File: src/rtl/ecc_ladder_ctrl.sv
// Purpose : Montgomery-ladder sequencer for GF(2^163) Lopez-Dahab scalar multiply; issues one field micro-op at a time.
// Latency : cmd_valid one cycle after start (or after SCAN); next op the cycle after rsp_valid; done one cycle after last rsp_valid.
// Backpr. : cmd_* held stable while cmd_valid && !cmd_ready; nothing advances until the accepted op reports rsp_valid.
//
// Ports:
//   clk, rst                      clock, asynchronous active-high reset
//   start, k                      begin multiply with scalar k (sampled in IDLE only)
//   busy, done, inf               busy from start to done; done one-cycle pulse; inf set when k==0
//   bit_idx                       key bit under processing
//   cmd_valid/cmd_ready           micro-op request handshake
//   cmd_op, cmd_dst, cmd_src1/2   op code and register indices
//   rsp_valid                     accepted op has written back
//
// Build option: define ECC_LEADZERO_SKIP_EN to scan for the key MSB and start
// the ladder from (P, 2P) just below it (not constant time). Default build
// processes every key bit from (O, P).

module ecc_ladder_ctrl #(
    parameter int KW = 163
) (
    input  logic          clk,
    input  logic          rst,
    input  logic          start,
    input  logic [KW-1:0] k,
    output logic          busy,
    output logic          done,
    output logic          inf,
    output logic [7:0]    bit_idx,
    output logic          cmd_valid,
    input  logic          cmd_ready,
    output logic [2:0]    cmd_op,
    output logic [2:0]    cmd_dst,
    output logic [2:0]    cmd_src1,
    output logic [2:0]    cmd_src2,
    input  logic          rsp_valid
);

    // FSM states
    localparam logic [2:0] S_IDLE  = 3'd0;
`ifdef ECC_LEADZERO_SKIP_EN
    localparam logic [2:0] S_SCAN  = 3'd1;
`endif
    localparam logic [2:0] S_ISSUE = 3'd2;
    localparam logic [2:0] S_WAIT  = 3'd3;
    localparam logic [2:0] S_DONE  = 3'd4;

    // Sequence phases
    localparam logic [1:0] PH_INIT = 2'd0;
    localparam logic [1:0] PH_LAD  = 2'd1;
    localparam logic [1:0] PH_CONV = 2'd2;

    // Op codes
    localparam logic [2:0] OP_MUL = 3'd0;
    localparam logic [2:0] OP_SQR = 3'd1;
    localparam logic [2:0] OP_ADD = 3'd2;
    localparam logic [2:0] OP_MOV = 3'd3;
    localparam logic [2:0] OP_LD1 = 3'd4;
    localparam logic [2:0] OP_INV = 3'd5;
`ifndef ECC_LEADZERO_SKIP_EN
    localparam logic [2:0] OP_LD0 = 3'd6;
`endif

    // Register file indices
    localparam logic [2:0] R_X1 = 3'd0;
    localparam logic [2:0] R_Z1 = 3'd1;
    localparam logic [2:0] R_X2 = 3'd2;
    localparam logic [2:0] R_Z2 = 3'd3;
    localparam logic [2:0] R_T1 = 3'd4;
    localparam logic [2:0] R_T2 = 3'd5;
    localparam logic [2:0] R_XP = 3'd6;
    localparam logic [2:0] R_B  = 3'd7;

`ifdef ECC_LEADZERO_SKIP_EN
    localparam logic [3:0] INIT_LAST = 4'd4;
`else
    localparam logic [3:0] INIT_LAST = 4'd3;
`endif
    localparam logic [3:0] LAD_LAST  = 4'd14;
    localparam logic [3:0] CONV_LAST = 4'd1;
    localparam logic [7:0] TOP_BIT   = 8'(KW - 1);

    logic [2:0]    state;
    logic [1:0]    phase;
    logic [3:0]    op_idx;
    logic [KW-1:0] k_reg;
`ifdef ECC_LEADZERO_SKIP_EN
    // MSB found at bit 0: there are no ladder steps after the (P, 2P) init.
    logic          no_ladder;
`endif

    logic          kbit;
    logic [2:0]    xa, za, xd, zd;
    logic [11:0]   cmd;

    function automatic logic [11:0] pack(input logic [2:0] op, input logic [2:0] dst,
                                         input logic [2:0] s1, input logic [2:0] s2);
        return {op, dst, s1, s2};
    endfunction

    always_ff @(posedge clk or posedge rst) begin
        if (rst) begin
            state     <= S_IDLE;
            phase     <= PH_INIT;
            op_idx    <= 4'd0;
            k_reg     <= '0;
            bit_idx   <= TOP_BIT;
            inf       <= 1'b0;
`ifdef ECC_LEADZERO_SKIP_EN
            no_ladder <= 1'b0;
`endif
        end else begin
            case (state)
                S_IDLE: begin
                    if (start) begin
                        k_reg   <= k;
                        inf     <= (k == '0);
                        bit_idx <= TOP_BIT;
                        phase   <= PH_INIT;
                        op_idx  <= 4'd0;
                        if (k == '0) begin
                            state <= S_DONE;
                        end else begin
`ifdef ECC_LEADZERO_SKIP_EN
                            state <= S_SCAN;
`else
                            state <= S_ISSUE;
`endif
                        end
                    end
                end
`ifdef ECC_LEADZERO_SKIP_EN
                S_SCAN: begin
                    // k_reg is nonzero here, so a set bit is always found.
                    if (k_reg[bit_idx]) begin
                        state     <= S_ISSUE;
                        no_ladder <= (bit_idx == 8'd0);
                        if (bit_idx != 8'd0) begin
                            bit_idx <= bit_idx - 8'd1;
                        end
                    end else begin
                        bit_idx <= bit_idx - 8'd1;
                    end
                end
`endif
                S_ISSUE: begin
                    if (cmd_ready) begin
                        state <= S_WAIT;
                    end
                end
                S_WAIT: begin
                    if (rsp_valid) begin
                        state <= S_ISSUE;
                        case (phase)
                            PH_INIT: begin
                                if (op_idx == INIT_LAST) begin
                                    op_idx <= 4'd0;
`ifdef ECC_LEADZERO_SKIP_EN
                                    if (no_ladder) begin
                                        phase   <= PH_CONV;
                                        bit_idx <= bit_idx - 8'd1;
                                    end else begin
                                        phase <= PH_LAD;
                                    end
`else
                                    phase <= PH_LAD;
`endif
                                end else begin
                                    op_idx <= op_idx + 4'd1;
                                end
                            end
                            PH_LAD: begin
                                if (op_idx == LAD_LAST) begin
                                    op_idx <= 4'd0;
                                    // Bit 0 done: the wrap to 255 only happens on entry to conversion.
                                    bit_idx <= bit_idx - 8'd1;
                                    if (bit_idx == 8'd0) begin
                                        phase <= PH_CONV;
                                    end
                                end else begin
                                    op_idx <= op_idx + 4'd1;
                                end
                            end
                            PH_CONV: begin
                                if (op_idx == CONV_LAST) begin
                                    op_idx <= 4'd0;
                                    state  <= S_DONE;
                                end else begin
                                    op_idx <= op_idx + 4'd1;
                                end
                            end
                            default: begin
                                phase <= PH_INIT;
                            end
                        endcase
                    end
                end
                S_DONE: begin
                    state <= S_IDLE;
                end
                default: begin
                    state <= S_IDLE;
                end
            endcase
        end
    end

    // Role mapping: key bit 1 adds into (X1,Z1) and doubles (X2,Z2); bit 0 swaps.
    assign kbit = k_reg[bit_idx];
    assign xa   = kbit ? R_X1 : R_X2;
    assign za   = kbit ? R_Z1 : R_Z2;
    assign xd   = kbit ? R_X2 : R_X1;
    assign zd   = kbit ? R_Z2 : R_Z1;

    always_comb begin
        cmd = '0;
        if (state == S_ISSUE) begin
            case (phase)
                PH_INIT: begin
                    case (op_idx)
`ifdef ECC_LEADZERO_SKIP_EN
                        4'd0:    cmd = pack(OP_MOV, R_X1, R_XP, R_XP);
                        4'd1:    cmd = pack(OP_LD1, R_Z1, 3'd0, 3'd0);
                        4'd2:    cmd = pack(OP_SQR, R_Z2, R_XP, R_XP);
                        4'd3:    cmd = pack(OP_SQR, R_X2, R_Z2, R_Z2);
                        4'd4:    cmd = pack(OP_ADD, R_X2, R_X2, R_B);
`else
                        4'd0:    cmd = pack(OP_LD1, R_X1, 3'd0, 3'd0);
                        4'd1:    cmd = pack(OP_LD0, R_Z1, 3'd0, 3'd0);
                        4'd2:    cmd = pack(OP_MOV, R_X2, R_XP, R_XP);
                        4'd3:    cmd = pack(OP_LD1, R_Z2, 3'd0, 3'd0);
`endif
                        default: cmd = '0;
                    endcase
                end
                PH_LAD: begin
                    case (op_idx)
                        // differential add into (Xa, Za)
                        4'd0:    cmd = pack(OP_MUL, R_T1, xa, zd);
                        4'd1:    cmd = pack(OP_MUL, xa, xd, za);
                        4'd2:    cmd = pack(OP_ADD, za, R_T1, xa);
                        4'd3:    cmd = pack(OP_MUL, xa, R_T1, xa);
                        4'd4:    cmd = pack(OP_SQR, za, za, za);
                        4'd5:    cmd = pack(OP_MUL, R_T1, R_XP, za);
                        4'd6:    cmd = pack(OP_ADD, xa, xa, R_T1);
                        // doubling of (Xd, Zd)
                        4'd7:    cmd = pack(OP_SQR, xd, xd, xd);
                        4'd8:    cmd = pack(OP_SQR, zd, zd, zd);
                        4'd9:    cmd = pack(OP_MUL, R_T2, xd, zd);
                        4'd10:   cmd = pack(OP_SQR, xd, xd, xd);
                        4'd11:   cmd = pack(OP_SQR, zd, zd, zd);
                        4'd12:   cmd = pack(OP_MUL, zd, R_B, zd);
                        4'd13:   cmd = pack(OP_ADD, xd, xd, zd);
                        4'd14:   cmd = pack(OP_MOV, zd, R_T2, R_T2);
                        default: cmd = '0;
                    endcase
                end
                PH_CONV: begin
                    if (op_idx == 4'd0) begin
                        cmd = pack(OP_INV, R_T1, R_Z1, R_Z1);
                    end else begin
                        cmd = pack(OP_MUL, R_X1, R_X1, R_T1);
                    end
                end
                default: cmd = '0;
            endcase
        end
    end

    assign {cmd_op, cmd_dst, cmd_src1, cmd_src2} = cmd;
    assign cmd_valid = (state == S_ISSUE);
    assign busy      = (state != S_IDLE) && (state != S_DONE);
    assign done      = (state == S_DONE);

endmodule
File: config.mk
export PLATFORM = sky130hd
export DESIGN_NAME = ecc_ladder_ctrl
export DESIGN_NICKNAME = d
export VERILOG_FILES = /design/src/rtl/ecc_ladder_ctrl.sv
export SDC_FILE = /design/constraint.sdc
export NUM_CORES = 1
export LEC_CHECK = 0
export ABC_CLOCK_PERIOD_IN_PS = 15300
export CORE_MARGIN = 8
export CORE_UTILIZATION = 30
export CTS_CLUSTER_SIZE = 20
export DETAILED_ROUTE_END_ITERATION = 10
export GPL_TIMING_DRIVEN = 1
export PLACE_DENSITY = 0.56
export RECOVER_POWER = 100
export REMOVE_ABC_BUFFERS = 1
export SYNTH_ARGS = -nofsm -noshare
export SYNTH_HDL_FRONTEND = slang
export SYNTH_SLANG_ARGS = --single-unit
export TNS_END_PERCENT = 5
File: constraint.sdc
create_clock -name clk -period 15.3 [get_ports clk]
set_input_delay 2.295 -clock clk [delete_from_list [all_inputs] [get_ports clk]]
set_output_delay 2.295 -clock clk [all_outputs]
set_load 0.05 [all_outputs]
==> results of run 1 <==
-- metal layers --
layer	up-vias	track usage, %	wire (um)
met3	32	3.92	1900
met5	-	0	0
met1	4087	22.1	14300
met4	0	4.52	515
met2	236	27.0	15300
li1	4014	-	-
-- metrics by stage --
stage | cell area, um^2 | hold slack [ns] | util (%) | total power, mW
after detailed placement | 11700 | 0.454 | 37.2 | 1.51
after global placement | 11700 | 0.452 | 37.2 | 1.51
after CTS | 12300 | 0.473 | 39.0 | 1.96
after floorplan | 9260 | 0.437 | - | 1.28
after global routing | 12300 | 0.488 | 38.9 | 2.10
final | 12300 | 0.470 | 38.9 | 1.96
-- report_power, final --
part	leakage (nW)	switching (mW)	total, mW	internal [mW]
Combinational	3.02	0.396	0.689	0.293
Sequential	2.26	0.145	0.834	0.688
Clock	0.281	0.205	0.439	0.234
Total	5.56	0.746	1.96	1.22
-- final timing paths --
kind,endpoint,depth (start not counted)
worst max-delay path,bit_idx[0],3
worst max register to register,k_reg[91],5
worst min register to register,k_reg[72],2
max in group clk,k_reg[91],5
worst min-delay path,k_reg[72],2
min in group asynchronous,state[1],2
-- cells in the mapped netlist, drive strengths merged (2+ instances only) --
cell type	number
a2111oi	2
a211o	3
a211oi	3
a21oi	20
a22oi	5
a311oi	2
a31oi	6
and2	5
buf	19
clkbuf	47
dfrtp	178
dfstp	3
ha	11
inv	10
mux2	5
mux2i	13
mux4	37
nand2	525
nand2b	4
nand3	12
nand3b	3
nand4	12
nand4b	2
nor2	30
nor2b	10
nor3	13
nor4	45
o211ai	2
o21ai	17
o221ai	3
o22a	3
o22ai	2
o31ai	6
or2	3
or3	8
xnor2	3
xor2	4
-- tightest hold or removal path, cell delays in order (launching register included) --
cell	delay (ns)
dfrtp_1	0.34
nand2_1	0.05
nand2_1	0.05
-- cell families (layout without fill, tap and decap cells) --
logic type | Yosys count | in the layout | share of synthesized area [%]
xor+xnor | 7 | 7 | 0.639
fa+ha+maj | 11 | 11 | 1.44
mux | 55 | 55 | 11.0
flops | 181 | 181 | 47.3
compound gates | 85 | 85 | 6.16
buf+inv | 77 | 239 | 3.84
other cells | 0 | 2 | 0
simple gates | 676 | 676 | 29.6
-- area by class of cell --
| type | instances | area (um^2) | area share [%] |
|---|---|---|---|
| clock buffer | 18 | 439 | 3.57 |
| tap | 402 | 503 | 4.09 |
| antenna | 2 | 5.00 | 0.0407 |
| sequential | 181 | 4530 | 36.9 |
| clock inverter | 14 | 139 | 1.13 |
| multi-input combinational | 834 | 4690 | 38.2 |
| inverter | 11 | 42.5 | 0.346 |
| timing repair buffer | 196 | 1940 | 15.8 |
==> out/qor.yml, run 1 <==
run_status:
  status: "complete, but fails checks"
  failed_checks: "max-capacitance violations, max-slew violations"
route:
  first_iter_violations: 765
  wl_per_cell_um: 19.3
  drt-total-wl_mm: 32.0
  antenna_left: 0
  num_vias: 8369
  drt-vias-per-instance: 5.05
  drt_pass1_iterations: 5
  drcViolationCount: 0
placement:
  port_buffers: 191
  gp_congestion: 0.849
  dp_hpwl_mm: 24.1
  dp_slack_ns: 8.86
  dp_cells: 1624
job:
  drv_cap: 7
logic_synthesis:
  syn_area_um2: 9590
  synth.distinct_cells: 62
  synth_seq_cells: 181
  synth_warnings: 0
  synthTopCellsByArea: "dfrtp_1, nand2_1, mux4_2"
  yosysSeqAreaShare_pct: 47.3
  synthCells: 1092
  synth.avg_cell_area_um2: 8.78
  synth_top_area_share_pct: 46.4
  ys_async_sr_fraction_pct: 100
  yosysTopAreaCell: "dfrtp_1"
  synth_edf_count: 0
  synth-main-ff-cell: "dfrtp_1"
critical_path:
  timing.rr.start: "state[0]"
  cp-start-kind: "input pin"
  cp.required_ns: 14.51
  startpoint: "rst"
  arrival_ns: 8.74
  cp-end-kind: "async pin"
  crit_chain: "dlygate4sd3_1 -> clkinvlp_2 -> clkbuf_1"
  slowest_stage: "clkbuf_1"
  cp.buffers_inverters: 3
  r2r_slack_ns: 8.14
  cpPeakStageDelay_ns: 3.14
  worstSetupPathType: "input pin to async pin"
  crit_family: "buffers and inverters"
  cp_max_fo: 104
power_and_ir_drop:
  p_per_area_nw_per_um2: 160
  p_leak_nw: 5.56
  peakVddDrop_mv: 0.0760
floorplanning:
  coreArea_um2: 31600
  dieHeight_um: 195
  die_w_um: 195
  ioPinCount: 192
  fp-row-count: 65
  dieArea_um2: 37900
  initial_core_util_pct: 30.4
timing:
  setup_violations: 0
  slew_violations: 521
  hold_violations: 0
  fin_skew_ns: 0.0143
  period_needed_ns: 9.53
  setup_ws_ns: 5.77
  finalCritPeriodShare_pct: 62.3
  timing.setup.tns_ns: 0
  grt_setup_unrepaired: "false"
  tightest_slew_ns: 5.31
  fmax_mhz: 105
  relSlewSlack_pct: -254
clocking:
  cts_setup_buffers: 0
  clk_latency_ns: 0.44
  cts_made_buffers: 17
  root_buffer: "clkbuf_16"
  holdBufCountCts: 0
  h-tree-depth: 4
  cts_resized: 0
  cts_tree: "done"
  cts_sinks: 181
  path_clk_slew_ns: 0.07
  cts.path.max_buffers: 2
cells_and_area:
  nets: 1420
  area_growth_syn_to_layout_pct: 28.2
  final_cell_mix: "nand2_1, dfrtp_1, clkdlybuf4s50_1"
  final_common_cell: "nand2_1"
  n_fill_cell: 3197
  fin_cells: 1658
  layout-drive-gt1-share_pct: 6.22
  largest_reg_flops: 163
global_route:
  grt_pass1_wl_mm: 49.6
  antenna_found_initial: 1
  grt_max_degree: 110
  grt_pass1_vias: 8480
  overflow: 0
  track_usage_pct: 16.7
min_path:
  min_from: "k_reg[72]"
  min_path_type: "flip-flop to flip-flop"
(Power assumes the default switching activity.)
==> run 2: changes to the inputs <==
--- a/config.mk
+++ b/config.mk
@@ -5,7 +5,7 @@
 export SDC_FILE = /design/constraint.sdc
 export NUM_CORES = 1
 export LEC_CHECK = 0
-export ABC_CLOCK_PERIOD_IN_PS = 15300
+export ABC_CLOCK_PERIOD_IN_PS = 9200
 export CORE_MARGIN = 8
 export CORE_UTILIZATION = 30
 export CTS_CLUSTER_SIZE = 20
==> constraint.sdc (replaced) <==
create_clock -name clk -period 9.2 [get_ports clk]
set_input_delay 1.38 -clock clk [delete_from_list [all_inputs] [get_ports clk]]
set_output_delay 1.38 -clock clk [all_outputs]
set_load 0.05 [all_outputs]
==> out/qor.yml, run 2 (synthesis gave the netlist of run 1 again) <==
global_route:
  grt_pass1_vias: 8624  # +1.7%
  antenna_found_initial: 0  # -1
  top_usage_layer: "met2"
  grt_pass1_wl_mm: 50.0  # +0.78%
  grtUsageMet2_pct: 27.5  # +0.51 points
  use_met3_pct: 4.54  # +0.62 points
  grt_max_degree: 105  # -4.5%
  grt_use_met1_pct: 22.4  # +0.26 points
  track_usage_pct: 16.9  # +0.23 points
  overflow: 0  # unchanged
floorplanning:
  ioPinCount: 192  # unchanged
  dieHeight_um: 195  # unchanged
  die_w_um: 195  # unchanged
  initial_core_util_pct: 30.4  # unchanged
  fp-row-count: 65  # unchanged
  coreArea_um2: 31600  # unchanged
  dieArea_um2: 37900  # unchanged
placement:
  port_buffers: 191  # unchanged
  dp_hpwl_mm: 24.5  # +1.6%
  place_area_um2: 11700  # about the same
  dp_cells: 1625  # +0.062%
  dp_slack_ns: 3.70  # -5.16 ns
  gp_congestion: 0.842  # -0.80%
min_path:
  min_path_type: "flip-flop to flip-flop"
clocking:
  cts_resized: 0  # unchanged
  cts_sinks: 181  # unchanged
  cts_made_buffers: 17  # unchanged
  root_buffer: "clkbuf_16"
  h-tree-depth: 4  # unchanged
  cts_setup_buffers: 0  # unchanged
  holdBufCountCts: 0  # unchanged
  clk_latency_ns: 0.43  # about the same
  path_clk_slew_ns: 0.07  # about the same
  cts.path.max_buffers: 2  # unchanged
  cts_tree: "done"
cells_and_area:
  fin_area_um2: 12300  # about the same
  regArea_um2: 4530  # unchanged
  final_common_cell: "nand2_1"
  post-route-util_pct: 38.9  # about the same
  nets: 1421  # +0.070%
  diodes: 0  # -2
  n_fill_cell: 3169  # -0.88%
  area_growth_syn_to_layout_pct: 28.1  # about the same
  fin_cells: 1657  # -0.060%
  largest_reg_flops: 163  # unchanged
  final_cell_mix: "nand2_1, dfrtp_1, clkdlybuf4s50_1"
  layout-drive-gt1-share_pct: 6.29  # +0.075 points
  multi_input_area_um2: 4690  # unchanged
timing:
  setup_ws_ns: 2.43  # -3.35 ns
  setup_violations: 0  # unchanged
  fmax_mhz: 148
  tightest_slew_ns: 5.18  # -0.127 ns
  period_needed_ns: 6.77
  grt_setup_unrepaired: "false"
  slew_violations: 397  # -24%
  fin_skew_ns: 0.0128  # -0.00154 ns
  hold_ws_ns: 0.475  # +0.00469 ns
  relSlewSlack_pct: -245  # +8.3 points
  finalCritPeriodShare_pct: 73.6
  hold_violations: 0  # unchanged
  timing.setup.tns_ns: 0  # unchanged
route:
  first_iter_violations: 694  # -9.3%
  drcViolationCount: 0  # unchanged
  antenna_left: 0  # unchanged
  drt-total-wl_mm: 32.4  # +1.2%
  wl_per_cell_um: 19.6  # +1.3%
  drt-vias-per-instance: 5.08  # +0.60%
  num_vias: 8414  # +0.54%
  drt_pass1_iterations: 5  # unchanged
critical_path:
  r2r_slack_ns: 3.18  # -4.96 ns
  cp-end-kind: "flip-flop"
  cp.required_ns: 9.56  # -4.95 ns
  arrival_ns: 7.14  # -1.60 ns
  worstSetupPathType: "input pin to flip-flop"
  cp-start-kind: "input pin"
  cp_max_fo: 104  # unchanged
power_and_ir_drop:
  p_sw_mw: 1.24  # +66%
  share_comb_of_total_power_pct: 35.2  # about the same
  p_seq_share_pct: 42.7  # +0.2 points
  p_leak_nw: 5.57  # +0.26%
  internal_power_mw: 2.01  # +65%
  p_per_area_nw_per_um2: 264  # +66%
  peakVddDrop_mv: 0.137  # +80%
  power.total_mw: 3.25  # +66%
  clkPwrFrac_pct: 22.1  # -0.3 points
  netSwitchingFraction_pct: 38.2  # +0.16 points
run_status:
  status: "complete, but fails checks"
  failed_checks: "max-capacitance violations, max-slew violations"
job:
  drv_cap: 6  # -1
run 2: cell types whose count changed in the layout (fill, tap and decap cells not counted), moves of 2 or more:
cell and delta:
clkinvlp_4 -3, buf_4 +2, clkdlybuf4s50_1 -2, diode_2 -2, dlygate4sd3_1 +2, inv_6 +2
run 2: power groups by stage:
| stage | Sequential (mW) | Clock, mW | Combinational, mW |
|---|---|---|---|
| detailed placement | 1.40 | 0 | 1.13 |
| global placement | 1.40 | 0 | 1.10 |
| floorplan | 1.28 | 0 | 0.851 |
| CTS | 1.39 | 0.732 | 1.14 |
| finish | 1.39 | 0.718 | 1.14 |
| global route | 1.42 | 0.767 | 1.29 |
run 2: path summary, 6_finish.rpt:
kind,to,from,depth (start not counted)
max,k_reg[79],start,5
min,k_reg[115],k_reg[115],2
max reg2reg,k_reg[79],state[0],5
min reg2reg,k_reg[115],k_reg[115],2
max in group asynchronous,k_reg[91],rst,3
min in group asynchronous,state[2],rst,2
run 2: worst max-delay path: stages:
cell and delay, ns:
dlygate4sd3_1 0.64, and2_0 3.73, buf_4 0.98, nand2_1 0.25, nand2_1 0.10
run 2: final cells by class:
cell class,instances,share of cell area (%)
multi-input cells,834,38.2
flip-flops and latches,181,36.9
repair buffers,197,15.9
well taps,402,4.09
clock buffers,18,3.49
clock inverters,14,1.11
inverters,11,0.346
run 2: layer usage:
layer | up-vias | routed length, um
li1 | 4000 | -
met1 | 4114 | 14400
met2 | 276 | 15500
met3 | 24 | 2240
met4 | 0 | 377
met5 | - | 0
==> run 3: changes to the inputs <==
--- a/config.mk
+++ b/config.mk
@@ -5,7 +5,7 @@
 export SDC_FILE = /design/constraint.sdc
 export NUM_CORES = 1
 export LEC_CHECK = 0
-export ABC_CLOCK_PERIOD_IN_PS = 9200
+export ABC_CLOCK_PERIOD_IN_PS = 6310
 export CORE_MARGIN = 8
 export CORE_UTILIZATION = 30
 export CTS_CLUSTER_SIZE = 20
==> constraint.sdc (replaced) <==
create_clock -name clk -period 6.31 [get_ports clk]
set_input_delay 0.9465 -clock clk [delete_from_list [all_inputs] [get_ports clk]]
set_output_delay 0.9465 -clock clk [all_outputs]
set_load 0.05 [all_outputs]
==> out/qor.yml, run 3 (synthesis gave the netlist of run 1 again) <==
run_status:
  status: "complete, but fails checks"
  failed_checks: "max-capacitance violations, max-slew violations"
clocking:
  clk_latency_ns: 0.44  # about the same
  cts.path.max_buffers: 2  # unchanged
  cts_tree: "done"
  cts_resized: 0  # unchanged
  root_buffer: "clkbuf_16"
  path_clk_slew_ns: 0.07  # about the same
  holdBufCountCts: 0  # unchanged
  cts_sinks: 181  # unchanged
  cts_setup_buffers: 0  # unchanged
  cts_made_buffers: 17  # unchanged
  h-tree-depth: 4  # unchanged
timing:
  finalCritPeriodShare_pct: 89.5
  setup_violations: 0  # unchanged
  tightest_slew_ns: 3.39  # -1.79 ns
  slew_violations: 173  # -56%
  fin_skew_ns: 0.0131  # +0.000299 ns
  period_needed_ns: 5.65
  timing.setup.tns_ns: 0  # unchanged
  relSlewSlack_pct: -127  # +120 points
  fmax_mhz: 177
  grt_setup_unrepaired: "false"
  hold_violations: 0  # unchanged
cells_and_area:
  final_cell_mix: "nand2_1, dfrtp_1, clkdlybuf4s50_1"
  nets: 1421  # unchanged
  final_common_cell: "nand2_1"
  largest_reg_flops: 163  # unchanged
  area_growth_syn_to_layout_pct: 28.6
  layout-drive-gt1-share_pct: 6.61  # +0.32 points
global_route:
  grt_pass1_vias: 8655  # +0.36%
  grt_pass1_wl_mm: 50.1  # +0.25%
  antenna_found_initial: 2  # +2
  overflow: 0  # unchanged
  track_usage_pct: 16.9  # -0.036 points
  grt_max_degree: 109  # +3.8%
floorplanning:
  dieArea_um2: 37900  # unchanged
  dieHeight_um: 195  # unchanged
  coreArea_um2: 31600  # unchanged
  fp-row-count: 65  # unchanged
  ioPinCount: 192  # unchanged
  initial_core_util_pct: 30.4  # unchanged
  die_w_um: 195  # unchanged
power_and_ir_drop:
  share_comb_of_total_power_pct: 34.4  # -0.8 points
  power.total_mw: 4.75  # +46%
  clkPwrFrac_pct: 22.9  # +0.8 points
  internal_power_mw: 2.92  # +46%
  p_sw_mw: 1.83  # +47%
  p_leak_nw: 5.59  # +0.19%
  netSwitchingFraction_pct: 38.5  # +0.28 points
  p_per_area_nw_per_um2: 385  # +46%
  p_seq_share_pct: 42.7  # about the same
  peakVddDrop_mv: 0.200  # +46%
job:
  drv_cap: 2  # -4
critical_path:
  arrival_ns: 4.70  # -2.44 ns
  timing.rr.start: "state[0]"
  cp-end-kind: "primary output"
  cp_max_fo: 21  # -80%
  slowest_stage: "dfrtp_1"
  cpPeakStageDelay_ns: 0.98  # -2.75 ns
  worstSetupPathType: "flip-flop to primary output"
  cp.required_ns: 5.36  # -4.20 ns
  crit_chain: "clkbuf_1 -> nor2b_1 -> a221o_1 -> nand3b_1 -> a41o_1 -> a311oi_4 -> nor4_1 -> o31ai_1 -> dlygate4sd3_1"
  reg2reg_to: "bit_idx[7]"
  cp-start-kind: "flip-flop"
  startpoint: "bit_idx[2]"
  crit_end: "cmd_src1[1]"
  reg2regPathDepth: 7  # +2
  r2r_slack_ns: 1.25  # -1.93 ns
placement:
  port_buffers: 191  # unchanged
  gp_congestion: 0.826  # -1.9%
  dp_hpwl_mm: 24.4  # -0.67%
route:
  drt-total-wl_mm: 32.2  # -0.74%
  wl_per_cell_um: 19.4  # -0.80%
  num_vias: 8414  # unchanged
  drt_pass1_iterations: 5  # unchanged
  antenna_left: 0  # unchanged
  drcViolationCount: 0  # unchanged
  drt-vias-per-instance: 5.07  # about the same
  first_iter_violations: 643  # -7.3%
min_path:
  hold_depth: 2  # unchanged
  min_path_type: "flip-flop to flip-flop"
[run 3: cell types whose count changed in the layout (fill, tap and decap cells not counted), sizes merged]
cell	previous run	this run
clkinvlp	1	4
clkdlybuf4s50	163	165
inv	17	16
diode	0	1
dlygate4sd3	28	26
clkinv	6	4
[run 3: worst max-delay path, delay by kind of cell (launching register included)]
kind                   cells  cell delay, ns
DFF                        1            0.98
and+or+nand+nor            3            0.50
buffers and inverters      2            1.49
AOI/OAI and AO/OA          4            1.29
[run 3: per-stage QoR]
stage	cells	hold slack, ns	area (um^2)	worst slack, ns	utilization (%)
after floorplan	1026	0.437	9260	0.453	-
after global placement	1625	0.452	11800	1.28	37.2
after detailed placement	1625	0.454	11800	1.20	37.2
after CTS	1657	0.471	12400	0.713	39.1
after global routing	1658	0.489	12300	0.454	39.1
final	1658	0.468	12300	0.661	39.1
[run 3: worst min path at each step]
stage          slack [ns]       start         end
6_report             0.47   k_reg[73]   k_reg[73]
5_1_grt              0.49   k_reg[73]   k_reg[73]
4_1_cts              0.47   k_reg[73]   k_reg[73]
3_5_place_dp         0.45   k_reg[73]   k_reg[73]
3_3_place_gp         0.45   k_reg[65]   k_reg[65]
2_1_floorplan        0.44  k_reg[113]  k_reg[113]
[run 3: power groups by stage]
stage	clock [mW]	sequential, mW	combinational, mW
after floorplan	0	1.86	1.24
after global placement	0	2.06	1.61
after detailed placement	0	2.05	1.64
after CTS	1.11	2.03	1.65
after global routing	1.15	2.08	1.86
final	1.09	2.03	1.64
[run 3: area by class of cell]
class                   instances  area (um^2)
diodes                          1         2.50
clock buffers                  18          439
clock inverters                14          159
fillers                      3207        19200
inverters                      11         42.5
multi-input cells             834         4690
flip-flops and latches        181         4530
well taps                     402          503
repair buffers                197         1960
[run 3: metal layers]
metal,wire length [um],part of all wire (%),global-route usage (%)
met2,15500,48,27.8
met5,13,0.040,0
met4,324,1.0,3.20
met1,14500,45,22.5
met3,1810,5.6,3.82
